===== config.mk =====
export PLATFORM = sky130hd
export DESIGN_NAME = ghrd_reset_sequencer
export DESIGN_NICKNAME = d
export VERILOG_FILES = /design/src/rtl/ghrd_reset_sequencer.sv
export SDC_FILE = /design/constraint.sdc
export NUM_CORES = 1
export LEC_CHECK = 0
export ABC_AREA = 1
export CAP_MARGIN = 20
export CORE_MARGIN = 1.5
export CORE_UTILIZATION = 40
export CTS_CLUSTER_DIAMETER = 50
export CTS_CLUSTER_SIZE = 30
export DETAILED_ROUTE_END_ITERATION = 7
export DONT_BUFFER_PORTS = 1
export GPL_ROUTABILITY_DRIVEN = 0
export GPL_TIMING_DRIVEN = 0
export SLEW_MARGIN = 20
export SYNTH_ARGS = -nofsm -noshare
export SYNTH_HDL_FRONTEND = slang
export SYNTH_SLANG_ARGS = --single-unit

===== constraint.sdc =====
create_clock -name clk -period 3.1 [get_ports clk]
set_input_delay 0.31 -clock clk [delete_from_list [all_inputs] [get_ports clk]]
set_output_delay 0.31 -clock clk [all_outputs]
set_load 0.05 [all_outputs]

===== src/rtl/ghrd_reset_sequencer.sv =====
// Board reset sequencer: debounces the push-button and releases the DDR3 PLL,
// system and Ethernet PHY resets in order, gated on DDR3 PHY ready with timeout retry.
module ghrd_reset_sequencer #(
  parameter int unsigned DEBOUNCE_CYCLES = 65536,
  parameter int unsigned PLL_HOLD        = 256,
  parameter int unsigned READY_TIMEOUT   = 1048576,
  parameter int unsigned SYS_HOLD        = 1024,
  parameter int unsigned PHY_HOLD        = 4096
) (
  input  logic       clk,
  input  logic       reset,
  input  logic       ext_resetn,
  input  logic       mem_phy_resetn,
  output logic       pll_resetn,
  output logic       sys_resetn,
  output logic       enet_resetn,
  output logic       timeout,
  output logic [7:0] retry_count,
  output logic [2:0] state
);

  localparam int unsigned MAX_A = (DEBOUNCE_CYCLES > PLL_HOLD) ? DEBOUNCE_CYCLES : PLL_HOLD;
  localparam int unsigned MAX_B = (READY_TIMEOUT > SYS_HOLD) ? READY_TIMEOUT : SYS_HOLD;
  localparam int unsigned MAX_C = (MAX_A > MAX_B) ? MAX_A : MAX_B;
  localparam int unsigned MAX_P = (MAX_C > PHY_HOLD) ? MAX_C : PHY_HOLD;
  localparam int CW = $clog2(MAX_P) + 1;

  typedef enum logic [2:0] {
    S_PLL_RST  = 3'd0,
    S_PLL_WAIT = 3'd1,
    S_SYS_HOLD = 3'd2,
    S_PHY_HOLD = 3'd3,
    S_RUN      = 3'd4
  } state_t;

  state_t          cur_state;
  state_t          nxt_state;
  logic [1:0]      btn_sync;
  logic [1:0]      rdy_sync;
  logic            btn_s;
  logic            rdy_s;
  logic [CW-1:0]   press_cnt;
  logic            btn_press;
  logic [CW-1:0]   cnt;
  logic [CW-1:0]   cnt_nxt;
  logic            hit_timeout;

  // Button synchronizer idles released, ready synchronizer idles not-ready.
  always_ff @(posedge clk or posedge reset) begin
    if (reset) begin
      btn_sync <= 2'b11;
      rdy_sync <= 2'b00;
    end else begin
      btn_sync <= {btn_sync[0], ext_resetn};
      rdy_sync <= {rdy_sync[0], mem_phy_resetn};
    end
  end

  assign btn_s = btn_sync[1];
  assign rdy_s = rdy_sync[1];

  always_ff @(posedge clk or posedge reset) begin
    if (reset) begin
      press_cnt <= '0;
      btn_press <= 1'b0;
    end else if (btn_s) begin
      press_cnt <= '0;
      btn_press <= 1'b0;
    end else if (press_cnt != CW'(DEBOUNCE_CYCLES)) begin
      press_cnt <= press_cnt + CW'(1);
      btn_press <= (press_cnt == CW'(DEBOUNCE_CYCLES - 1));
    end
  end

  // Priority: button press, then ready loss, then timeout, then hold expiry.
  always_comb begin
    nxt_state   = cur_state;
    cnt_nxt     = cnt + CW'(1);
    hit_timeout = 1'b0;
    case (cur_state)
      S_PLL_RST: begin
        if (cnt == CW'(PLL_HOLD - 1)) nxt_state = S_PLL_WAIT;
      end
      S_PLL_WAIT: begin
        if (rdy_s) begin
          nxt_state = S_SYS_HOLD;
        end else if (cnt == CW'(READY_TIMEOUT - 1)) begin
          nxt_state   = S_PLL_RST;
          hit_timeout = 1'b1;
        end
      end
      S_SYS_HOLD: begin
        if (!rdy_s) nxt_state = S_PLL_RST;
        else if (cnt == CW'(SYS_HOLD - 1)) nxt_state = S_PHY_HOLD;
      end
      S_PHY_HOLD: begin
        if (!rdy_s) nxt_state = S_PLL_RST;
        else if (cnt == CW'(PHY_HOLD - 1)) nxt_state = S_RUN;
      end
      S_RUN: begin
        cnt_nxt = cnt;
        if (!rdy_s) nxt_state = S_PLL_RST;
      end
      default: nxt_state = S_PLL_RST;
    endcase
    if (btn_press) nxt_state = S_PLL_RST;
    if ((nxt_state != cur_state) || btn_press) cnt_nxt = '0;
  end

  // Outputs decode the next state so they switch on the same edge as the state.
  always_ff @(posedge clk or posedge reset) begin
    if (reset) begin
      cur_state   <= S_PLL_RST;
      cnt         <= '0;
      pll_resetn  <= 1'b0;
      sys_resetn  <= 1'b0;
      enet_resetn <= 1'b0;
      timeout     <= 1'b0;
      retry_count <= 8'd0;
    end else begin
      cur_state   <= nxt_state;
      cnt         <= cnt_nxt;
      pll_resetn  <= (nxt_state != S_PLL_RST);
      sys_resetn  <= (nxt_state == S_PHY_HOLD) || (nxt_state == S_RUN);
      enet_resetn <= (nxt_state == S_RUN);
      if (hit_timeout) begin
        timeout <= 1'b1;
        if (retry_count != 8'hFF) retry_count <= retry_count + 8'd1;
      end
    end
  end

  assign state = cur_state;

endmodule


==> metrics <==
Seq/Total Area, Yosys between 40% and 50%; CP Capture Type register; via/cell ratio between 4 and 5; Post-route DRC 0; total die area just under 9000 um^2; PortBufs 0; status finished, final reports clean; GR Util All Layers between 10% and 20%; final worst setup slack between 0.8 and 0.9 ns; asr flop ratio synth 100%; Clock Path Buffers 2; Storage cell area 1550 um^2; number of core rows 32; setup violators final 0; Detailed Route WL 6050 um; root buffer cell clkbuf_8; die width 93.5 um; Tmin final 2.25 ns; leakage 0.00171 uW; antenna violations before repair 0; CP Data Required Time 3.33 ns; Post-DRT Antenna Nets 0; max_slew headroom 57.0%; Starting Density 41.9%; Max FO, Critical Path 9; Yosys reg bits 62; placed wire-length estimate between 4000 and 5000 um; Final #Nets 407; Top FF cell, synth dfrtp_1; largest net degree at the start of global routing between 50 and 60; Worst-path clk slew ~0.07 ns; Fillers 765; DIE HEIGHT 93.5 um; Synth cell types 36; CTS tree built; Pins Over Slew Limit 0; core area around 7800 um^2; Ys Warns 0; Worst Path Arrival 2.49 ns; max frequency between 0.4 and 0.5 GHz; worst min path class primary input to async pin; crit start category register; htree depth 3; wire per inst 12.0 um; final core occ 46.6%; Worst-Skew Late Latency 0.34 ns; Syn Std Cell Area roughly 3300 um^2; routed vias about 2,500; Post-synth EDFFs 0; vias in the first global route 2,422; Clock Skew 0.00640 ns; Syn Nets 392; GRT Residual Overflow 0; Setup CP Type register to register; CTS buffer count 9; Post-CTS Setup Bufs 0; worst-margin pin slew 0.645 ns; CTS Sinks 62; final hold viol count 0; worst flop-to-flop path startpoint state[2]$_DFF_PP0_; Post-Place Worst Slack 0.872 ns; PD cells 412 nW/um^2; Period Utilization, post-route 72.7%; Synth Area per Inst 8.52 um^2; layout cells sized above 1 around 18%; total I/O pin count 19; post-CTS sizing 0; area taken by multi-input logic gates 1500 um^2; initial DRC count 180; area growth from synthesis to layout 11.1%; RSZ-0062 raised after global routing false; setup tns final 0 ns; DRT Pass-1 Iters 4; beginning of the critical path state[2]$_DFF_PP0_; Max IR drop VDD 0.247 mV; Gate Count Post-Synth 384; Hold-fix buffers, CTS 3; ant diodes 0; first-pass GRT wire length about 11,000 um; Max-Cap Viols 0
cells in the final DEF, fill, tap and decap left out, types with 4 or more instances in the layout:
cell type | Yosys | routed
nand2_1 | 69 | 69
clkbuf_8 | 0 | 10
xor2_1 | 17 | 17
nand3_1 | 19 | 19
xnor2_1 | 7 | 7
nor4_1 | 6 | 6
o21ai_0 | 12 | 12
nor2_2 | 26 | 26
a31oi_1 | 4 | 4
ha_1 | 4 | 4
nor2_4 | 5 | 5
inv_1 | 50 | 49
nor3_1 | 9 | 9
dfrtp_1 | 60 | 60
nand4_1 | 8 | 8
nor2_1 | 42 | 42
nand2_2 | 10 | 10
a21oi_1 | 9 | 9
power by group:
part / switching [uW] / total [uW] / leakage [uW] / internal, uW
sequential: 6.54 / 822 / 0.000838 / 815
clock: 327 / 634 / 0.0000841 / 307
combinational: 28.3 / 41.9 / 0.000791 / 13.6
total: 362 / 1500 / 0.00171 / 1140
sequential cells by signal (all words and copies together) (netlist names):
register	flops
state	3
btn_sync	2
retry_count	8
timeout	1
cnt	21
pll_resetn	1
sys_resetn	1
rdy_sync	2
enet_resetn	1
btn_press	1
press_cnt	21
per-stage QoR:
| stage | std cells | hold slack [ns] | instance area [um^2] | total power, uW |
|---|---|---|---|---|
| 2_1_floorplan | 384 | 0.314 | 3270 | 863 |
| 3_3_place_gp | 486 | 0.315 | 3400 | 873 |
| 3_5_place_dp | 487 | 0.109 | 3430 | 878 |
| 4_1_cts | 506 | 0.351 | 3640 | 1520 |
| 5_1_grt | 506 | 0.361 | 3640 | 1560 |
| 6_report | 506 | 0.352 | 3640 | 1500 |
layer usage:
layer  up-vias  routed length (um)  global-route usage, %
met2        51                2800                   25.2
met1      1140                2900                   21.1
met3         7                 277                   4.63
met5         -                   0                      0
li1       1254                   -                      -
met4         0                  73                   5.43
synthesized netlist by cell type (2+ instances only):
cell type / count / area (um^2)
a21oi_1: 9 / 45.0
a31oi_1: 4 / 25.0
buf_6: 2 / 22.5
dfrtp_1: 60 / 1500
dfstp_2: 2 / 52.6
ha_1: 4 / 50.1
inv_1: 50 / 188
nand2_1: 69 / 259
nand2_2: 10 / 62.6
nand3_1: 19 / 95.1
nand3_2: 2 / 20.0
nand4_1: 8 / 50.1
nor2_1: 42 / 158
nor2_2: 26 / 163
nor2_4: 5 / 56.3
nor3_1: 9 / 45.0
nor3_2: 2 / 20.0
nor4_1: 6 / 37.5
o211ai_1: 2 / 15.0
o21ai_0: 12 / 60.1
o21bai_1: 2 / 15.0
o31ai_1: 2 / 15.0
or2_2: 2 / 12.5
xnor2_1: 7 / 61.3
xor2_1: 17 / 149
kinds of logic after synthesis:
kind of cell | synth area share [%]
fa+ha+maj | 1.53
flops | 47.5
simple gates | 30.8
mux | 0.650
xor+xnor | 6.42
compound gates | 6.46
buf+inv | 6.65
worst max-delay path, cell delays in order, from the launching register on:
cell,delay (ns)
dfrtp_1,0.76
inv_1,0.19
nor2_2,0.42
inv_1,0.18
nand2_1,0.20
nor2_1,0.09
nand2_1,0.08
xor2_1,0.17
nor2_2,0.05
cell type report:
class | instances | share of cell area (%)
clock inverter | 6 | 1.03
tap | 102 | 3.51
buffer | 3 | 0.723
clock buffer | 10 | 3.79
inverter | 51 | 5.33
timing repair buffer | 4 | 1.58
multi-input combinational | 268 | 41.3
sequential | 62 | 42.7
worst paths after layout:
kind / end / slack (ns) / cells after the start
min in group clk: rdy_sync[1]$_DFF_PP0_ / 0.36 / 0
min reg2reg: rdy_sync[1]$_DFF_PP0_ / 0.36 / 0
max reg2reg: cnt[18]$_DFFE_PP0P_ / 0.85 / 8
max in group asynchronous: btn_sync[0]$_DFF_PP1_ / 2.22 / 3
min: cnt[3]$_DFFE_PP0P_ / 0.35 / 2
max: cnt[18]$_DFFE_PP0P_ / 0.85 / 8
Note: power is estimated with default switching activity, not from simulation.
